[config.mk]
export PLATFORM = sky130hd
export DESIGN_NAME = mem_port_arbiter
export DESIGN_NICKNAME = d
export VERILOG_FILES = /design/src/rtl/mem_port_arbiter.sv
export SDC_FILE = /design/constraint.sdc
export NUM_CORES = 1
export LEC_CHECK = 0
export ABC_AREA = 1
export ABC_CLOCK_PERIOD_IN_PS = 4600
export CORE_MARGIN = 4
export CORE_UTILIZATION = 37
export CTS_BUF_LIST = sky130_fd_sc_hd__clkbuf_8 sky130_fd_sc_hd__clkbuf_16
export CTS_CLUSTER_DIAMETER = 30
export DETAILED_ROUTE_END_ITERATION = 8
export PLACE_DENSITY_LB_ADDON = 0.05
export REMOVE_ABC_BUFFERS = 1
export SYNTH_ARGS = -nofsm -noshare
export SYNTH_HDL_FRONTEND = slang
export SYNTH_SLANG_ARGS = --single-unit
[constraint.sdc]
create_clock -name clk -period 4.6 [get_ports clk]
set_clock_uncertainty 0.2 [all_clocks]
set_input_delay 1.15 -clock clk [delete_from_list [all_inputs] [get_ports clk]]
set_output_delay 1.15 -clock clk [all_outputs]
set_load 0.02 [all_outputs]
[src/rtl/mem_port_arbiter.sv]
// mem_port_arbiter
//   Shares one single-ported memory between instruction fetch (I) and data
//   access (D). One transaction is in flight at a time. The winner's request
//   is latched into the m_* registers while idle and is then held on the
//   shared port until m_ack. The completion is routed back combinationally.
//
//   Optional feature macro: ARB_ROUND_ROBIN_EN
//     defined   : simultaneous requests alternate, and the side that was not
//                 granted last wins
//     undefined : fixed priority, D always beats I
//
//   state   | meaning
//   --------+-----------------------------------------------------------
//   IDLE    | no transaction; sample i_req/d_req and latch the winner
//   GRANT_I | fetch owns the shared port, m_req held until m_ack
//   GRANT_D | data access owns the shared port, m_req held until m_ack

module mem_port_arbiter #(
    parameter int ADDR_WIDTH = 32,
    parameter int DATA_WIDTH = 32
) (
    input  logic                      clk,
    input  logic                      rst,
    input  logic                      i_req,
    input  logic [ADDR_WIDTH-1:0]     i_addr,
    output logic [DATA_WIDTH-1:0]     i_rdata,
    output logic                      i_ack,
    input  logic                      d_req,
    input  logic                      d_we,
    input  logic [ADDR_WIDTH-1:0]     d_addr,
    input  logic [DATA_WIDTH-1:0]     d_wdata,
    input  logic [DATA_WIDTH/8-1:0]   d_be,
    output logic [DATA_WIDTH-1:0]     d_rdata,
    output logic                      d_ack,
    output logic                      m_req,
    output logic                      m_we,
    output logic [ADDR_WIDTH-1:0]     m_addr,
    output logic [DATA_WIDTH-1:0]     m_wdata,
    output logic [DATA_WIDTH/8-1:0]   m_be,
    input  logic [DATA_WIDTH-1:0]     m_rdata,
    input  logic                      m_ack,
    output logic                      grant_sel,
    output logic                      busy
);

    localparam int BE_WIDTH = DATA_WIDTH / 8;

    typedef enum logic [1:0] {
        IDLE    = 2'd0,
        GRANT_I = 2'd1,
        GRANT_D = 2'd2
    } state_t;

    state_t state;
    state_t state_nxt;

    // 0 = I was granted last, 1 = D was granted last
    logic   last_grant;
    logic   last_grant_nxt;
    logic   d_wins;

    // Arbitration: decides whether D takes the port when sampled in IDLE
`ifdef ARB_ROUND_ROBIN_EN
    always_comb begin
        d_wins = d_req & (~i_req | ~last_grant);
    end
`else
    always_comb begin
        d_wins = d_req;
    end
`endif

    // Next-state and last-grant bookkeeping
    always_comb begin
        state_nxt      = state;
        last_grant_nxt = last_grant;
        case (state)
            IDLE: begin
                if (d_wins) begin
                    state_nxt      = GRANT_D;
                    last_grant_nxt = 1'b1;
                end else if (i_req) begin
                    state_nxt      = GRANT_I;
                    last_grant_nxt = 1'b0;
                end
            end
            GRANT_I, GRANT_D: begin
                if (m_ack) begin
                    state_nxt = IDLE;
                end
            end
            default: begin
                state_nxt = IDLE;
            end
        endcase
    end

    // State register; reset abandons any transaction in flight
    always_ff @(posedge clk) begin
        if (rst) begin
            state      <= IDLE;
            last_grant <= 1'b0;
        end else begin
            state      <= state_nxt;
            last_grant <= last_grant_nxt;
        end
    end

    // Shared-port request registers, loaded only when a grant is issued so
    // a requester dropping req mid-transaction cannot disturb the port
    always_ff @(posedge clk) begin
        if (rst) begin
            m_we    <= 1'b0;
            m_addr  <= '0;
            m_wdata <= '0;
            m_be    <= '0;
        end else if (state == IDLE) begin
            if (d_wins) begin
                m_we    <= d_we;
                m_addr  <= d_addr;
                m_wdata <= d_wdata;
                m_be    <= d_be;
            end else if (i_req) begin
                m_we    <= 1'b0;
                m_addr  <= i_addr;
                m_wdata <= '0;
                m_be    <= {BE_WIDTH{1'b1}};
            end
        end
    end

    // Port request, status and completion routing back to the owner
    always_comb begin
        m_req     = (state != IDLE);
        busy      = (state != IDLE);
        grant_sel = (state == GRANT_D);
        i_ack     = (state == GRANT_I) & m_ack;
        d_ack     = (state == GRANT_D) & m_ack;
        i_rdata   = i_ack ? m_rdata : '0;
        d_rdata   = d_ack ? m_rdata : '0;
    end

endmodule

[Word level (Yosys, flattened, before mapping)]
Cells that the tools add are included.
Word-level totals
  RAM bits: 0
  input bits: 138
  memory bits (read-only): 0
  memories: 0
  bits in latches: 0
  register bits: 71
  logic and storage cells: 31
Cells by class
  $add $sub $neg: 0
  bitwise gates (word level): 2
  divide/modulo/power cells: 0
  multiplexer cells: 14
  reduce and logical (&&, ||, !) cells: 6
  equal/unequal tests: 4
  shift-type cells: 0
  order comparisons: 0
  multipliers: 0
Operators with widths (number)
  two-way mux 32 bit: 6
  two-way mux 4 bit: 2
  two-way mux 2 bit: 3
  case mux 2 bit (2 select lines): 1
  AND reduction 2 bit: 2
  nonzero test 2 bit: 2
  inequality test 3 bit, second input constant: 1
  AND 1 bit: 2
  == test 2 x 1 -> 1 bit, second input constant: 1
  == test 2 bit, second input constant: 1
  zero test 2 bit: 1
  two-way mux 1 bit: 2
  inequality test 2 bit, second input constant: 1
  OR reduction 2 bit: 1

[Depth between registers and ports, before layout]
  depth after elaboration: 4
  gate-level depth with buffers: 8

[Worst setup path before layout]
OpenSTA, ideal clock, no wires.
  kind: input to output
  from: in m_ack
  to: out d_rdata[22]
  setup slack: 1.484 ns
  data arrival time: 1.766 ns
  data required time: 3.250 ns
  buffers on the path: 1
  stages on the path: 3
  path through: nand2_1 > clkbuf_1 > nor2_1
Between the ends
  longest elaborated chain between the ends: 2
RTL lines
  start, declared: RTL line 41  | input logic m_ack,
  AND 1 bit: RTL line 138  | d_ack = (state == GRANT_D) & m_ack;
  two-way mux 32 bit: RTL line 140  | d_rdata = d_ack ? m_rdata : '0;
  end, declared: RTL line 33  | output logic [DATA_WIDTH-1:0] d_rdata,
Every way passes these cells.

[Worst setup path in the final report]
  from: in m_ack
  to: out d_rdata[25]
Same word-level chain as after synthesis.

==> run summary <==
XOR/XNOR Fraction of Synth Area: 0
VDD IR max: 0.3389 mV
GRT overflow: 0
Crit path depth: 5
CP Capture Type: output port
Adder-Cell Fraction of Synth Area: 0.01401
Synth Area in Simple Gates: 0.3863
Netlist Area Pre-Place: 3572 µm²
RSZ-0062 raised after global routing: false
critical path's most frequent cell: clkdlybuf4s50_1
Pwr Total: 2.164 mW
Crit Path Class: in2out
Power Density: 329.6 nW/µm²
Post-DRT Antenna Nets: 0
row cnt: 35
die height: 106.3 µm
Clock Path Buffers: 2
Setup crit end: d_rdata[25]
Syn Inst Count: 598
post-synthesis compound-gate area fraction: 0.06270
Post-Route WL: 12.74 mm
port bufs: 275
status: finished, final reports clean
worst relative slew slack: 0.3209
Clock transition at path regs: 70 ps
r2r endpoint: m_wdata[23]$_SDFFE_PP0P_
H-tree depth: 3
DRT iter0 DRCs: 223
HP Class: reg2reg
CTS tree: built
fin crit share: 0.8959
Non-Filler Instances: 990
Critical-path top delay cell: clkdlybuf4s50_1
Core Region: 9328 µm²
share of cells above drive strength 1: 0.02904
initial antenna violation count: 0
Chip Width: 106.3 µm
setup slack, reg-to-reg: 2720 ps
Worst EP required: 3250 ps
commonest cells after routing, fill and taps aside: clkdlybuf4s50_1, nand2_1, nor2_1
Critical Path Fanout Max: 33
largest net degree at the start of global routing: 45
Ys Warns: 0
Slew @ Worst Pin: 1012 ps
Final setup viols: 0
worst r2r path cells: 6
Initial Util: 0.3830
Die Area: 11,290 µm²
Num CTS Buffers: 9
Layout area overhead: 83.78%
register area share after synthesis: 0.3979
Mean Syn Cell Area: 5.974 µm²
CTS Hold Bufs: 0
post-CTS sizing: 0
Clock Sinks: 71
via count: 4,288
Setup Buffers After CTS: 0
Setup TNS: 0 ps
most used routing layer: met2
WL/cell: 12.87 µm
min cycle time layout: 4121 ps
final hold violations: 0
Clock Tree Root: clkbuf_8
pins over their slew limit: 0
worst-path cell chain: clkdlybuf4s50_1, nand2_1, buf_4, nor2_1, clkdlybuf4s50_1
global-route wire length before repair: 19.90 mm
Residual DRC: 0
CP top delay family: buffers and inverters
Max-Cap Viols: 0
Final nets: 998
gr usage total: 0.2179
vias in the first global route: 4,019
GR Util met2: 0.3706
post-synthesis mux area share: 0
f_max: 242.6 MHz
Via-to-Cell Ratio: 4.331
post-DP HPWL: 10.05 mm
commonest non-fill, non-tap cell in the layout: clkdlybuf4s50_1
crit path DAT: 2770 ps
#FFs+latches synth: 71
leak pwr: 3.005 nW
RR Startpoint: state[0]$_SDFFE_PP0P_
I/O Pins: 276
post-synth cell types: 16
M1 GR Usage: 0.2430
GR Util met3: 0.09836
Worst-Skew Late Latency: 340 ps
Worst Setup SP: m_ack
DR pass1 iterations: 4
Final GP Congestion: 0.8373
max incr delay on CP: 650 ps
largest family of logic cells by synthesized area: simple AND/OR/NAND/NOR gates
DP Cell Count: 974
CP startpoint kind: input pin
WP buf/inv: 3
Ant. Diodes: 0
[state kept, by name, indices dropped and copies added (netlist names)]
register and cells:
m_addr 32, m_wdata 32, m_be 4, state 2, m_we 1
[worst reg2reg max path, stage by stage (launching register included)]
cell and delay [ps]:
dfxtp_1 340, inv_1 100, ha_1 250, nand2_1 170, inv_2 490, nand2_1 100, a21oi_1 170
[Yosys cell counts]
cell,instances,share of area
nand2_1,235,0.25
buf_1,1,0.0010
clkinv_1,1,0.0010
o21ai_2,1,0.0025
clkbuf_1,12,0.013
dfxtp_1,71,0.40
buf_4,7,0.015
nand3_1,2,0.0028
o21ai_0,4,0.0056
buf_2,10,0.014
buf_6,5,0.016
ha_1,4,0.014
inv_2,1,0.0010
a21oi_1,39,0.055
nor2_1,130,0.14
inv_1,75,0.079
[routing by layer]
metal,up-vias,wire [µm],part of all wire
met5,-,0,0
met4,0,279,0.022
met3,22,1420,0.11
met2,157,6135,0.48
met1,1856,4903,0.38
li1,2253,-,-
[power by group]
group / switching, mW / internal (mW) / total [mW]
clock network: 0.245 / 0.311 / 0.556
registers: 0.0435 / 0.701 / 0.745
logic: 0.463 / 0.401 / 0.864
[how the worst min path moves through the flow]
stage	depth (start not counted)	from	to	slack [ps]
floorplan	2	state[1]$_SDFFE_PP0P_	state[1]$_SDFFE_PP0P_	250
global placement	2	m_be[3]$_SDFFE_PP0P_	m_be[3]$_SDFFE_PP0P_	230
detailed placement	2	m_be[1]$_SDFFE_PP0P_	m_be[1]$_SDFFE_PP0P_	240
CTS	2	m_be[1]$_SDFFE_PP0P_	m_be[1]$_SDFFE_PP0P_	250
global route	2	m_be[1]$_SDFFE_PP0P_	m_be[1]$_SDFFE_PP0P_	260
finish	2	m_be[1]$_SDFFE_PP0P_	m_be[1]$_SDFFE_PP0P_	240
[layout make-up]
class	instances	area [µm²]
Multi-Input combinational cell	415	1662
Clock buffer	9	123.9
Timing Repair Buffer	282	2805
Inverter	77	289.0
Clock inverter	7	102.6
Fill cell	819	2763
Tap cell	129	161.4
Sequential cell	71	1421
[logic make-up (layout without fill, tap and decap cells)]
kind of cell,Yosys count,in the layout
fa+ha+maj,4,4
buf+inv,112,375
compound gates,44,44
flops,71,71
simple gates,367,367
[through the flow]
step	util	hold slack, ps	worst slack, ps	area [µm²]
global placement	0.6795	233.6	526.0	6339
finish	0.7038	245.0	478.7	6565
detailed placement	0.6795	237.8	472.8	6339
global route	0.7038	261.5	388.8	6565
CTS	0.7038	249.7	470.7	6565
floorplan	-	249.6	983.9	3364
No activity file was read; power rests on OpenSTA's default activity.
==> variant, RTL diff (same flow settings) <==
Add a define of `ARB_ROUND_ROBIN_EN`.
--- a/src/rtl/mem_port_arbiter.sv
+++ b/src/rtl/mem_port_arbiter.sv
@@ -15,4 +15,6 @@
 //   GRANT_I | fetch owns the shared port, m_req held until m_ack
 //   GRANT_D | data access owns the shared port, m_req held until m_ack
+
+`define ARB_ROUND_ROBIN_EN
 
 module mem_port_arbiter #(
Formal check against the unedited RTL: not equivalent (a bounded check fails within 4 cycles, from zero or initial values and one cycle with rst high).
==> variant against the original RTL <==
Wire length increased by 7.1%. Cell count increased by 0.10%. Worst setup slack improved by 0.025 ns. Sequential power decreased by 2.7%. First-iteration DRC count increased by 15%. Maximum frequency increased by 0.62%. Cell area increased by 0.82%. Non-clock buffer count decreased by 2. Hold slack improved by 0.019 ns. Global-route usage increased by 1.7 points. Synthesized cell count increased by 0.33%. Area after synthesis increased by 0.77%. Sequential cell count increased by 1. Power decreased by 6.4%. Largest cell class unchanged. Largest power group is now sequential cells. Highest routed layer unchanged.
==> variant: results (changes against the original RTL) <==
R2R Path Start - state[1]$_SDFFE_PP0P_
Worst IR Drop VDD - 214 µV (-37%)
Post-Place Cells - 975 (+0.10%)
slew margin rel. - 29.7% (-2.4 points)
register area - 1440 µm² (+1.4%)
drt first-iter violations - 256 (+15%)
area delta synth->final - 83.9% (about the same)
leakage - 0.00301 µW (+0.33%)
layout cells sized above 1 - 2.78% (-0.12 points)
Seq pwr share - 35.8% (+1.4 points)
adder-cell share of the synthesized area - 1.04% (-0.36 points)
WL final - 13600 µm (+7.1%)
compound-cell area share of the yosys netlist - 6.12% (-0.15 points)
Commonest cells post-synth - 235 x nand2_1, 132 x nor2_1, 73 x inv_1
Signal inverters - 74 (-3.9%)
clk cell area share - 3.69% (+0.24 points)
hold worst-path end - m_wdata[28]$_SDFFE_PP0P_
vias per cell - 4.36 (+0.57%)
status - finished, final reports clean
fraction of area in multi-input gates - 25.6% (+0.25 points)
DR vias - 4317 (+0.68%)
Multi-input comb cells - 420 (+1.2%)
DP Wirelength - 10600 µm (+5.9%)
FF+latch count, synth - 72 (+1.4%)
vias in the first global route - 4228 (+5.2%)
global placement routability congestion - 0.918 (+9.6%)
WP data arrival - 2.75 ns (-0.02 ns)
critical path endpoint - d_rdata[4]
fill cell count - 813 (-0.73%)
Placed Instance Area - 6370 µm² (+0.57%)
worst hold slack - 0.264 ns (+0.0189 ns)
post-layout instance area - 6620 µm² (+0.82%)
largest net degree at the start of global routing - 55 (+22%)
-- variant: cell count changes after synthesis, moves of 2 or more --
cell     before  now
nor2_1      130  132
inv_1        75   73
buf_6         5    3
nand2_4       0    3
buf_2        10   13
-- variant: routing by layer --
layer  global-route usage [%]  routed length (µm)  part of all wire [%]  vias up
met5                        0                   0                     0        -
met4                     5.39                 264                   1.9        0
met3                     11.3                1580                    12       25
met2                     39.7                6490                    48      176
met1                     26.7                5310                    39     1856
li1                         -                   -                     -     2260
-- variant: cell families (layout without fill, tap and decap cells) --
kind of cell / after synthesis / count (layout)
buffers and inverters: 108 / 370
and+or+nand+nor: 373 / 373
adders and majority gates: 3 / 3
DFF: 72 / 72
AOI/OAI and AO/OA: 44 / 44
-- variant: worst max-delay path, cell delays in order --
cell	delay, ns
clkdlybuf4s50_1	0.50
nand2_1	0.06
buf_4	0.22
nor2_1	0.16
clkdlybuf4s50_1	0.64
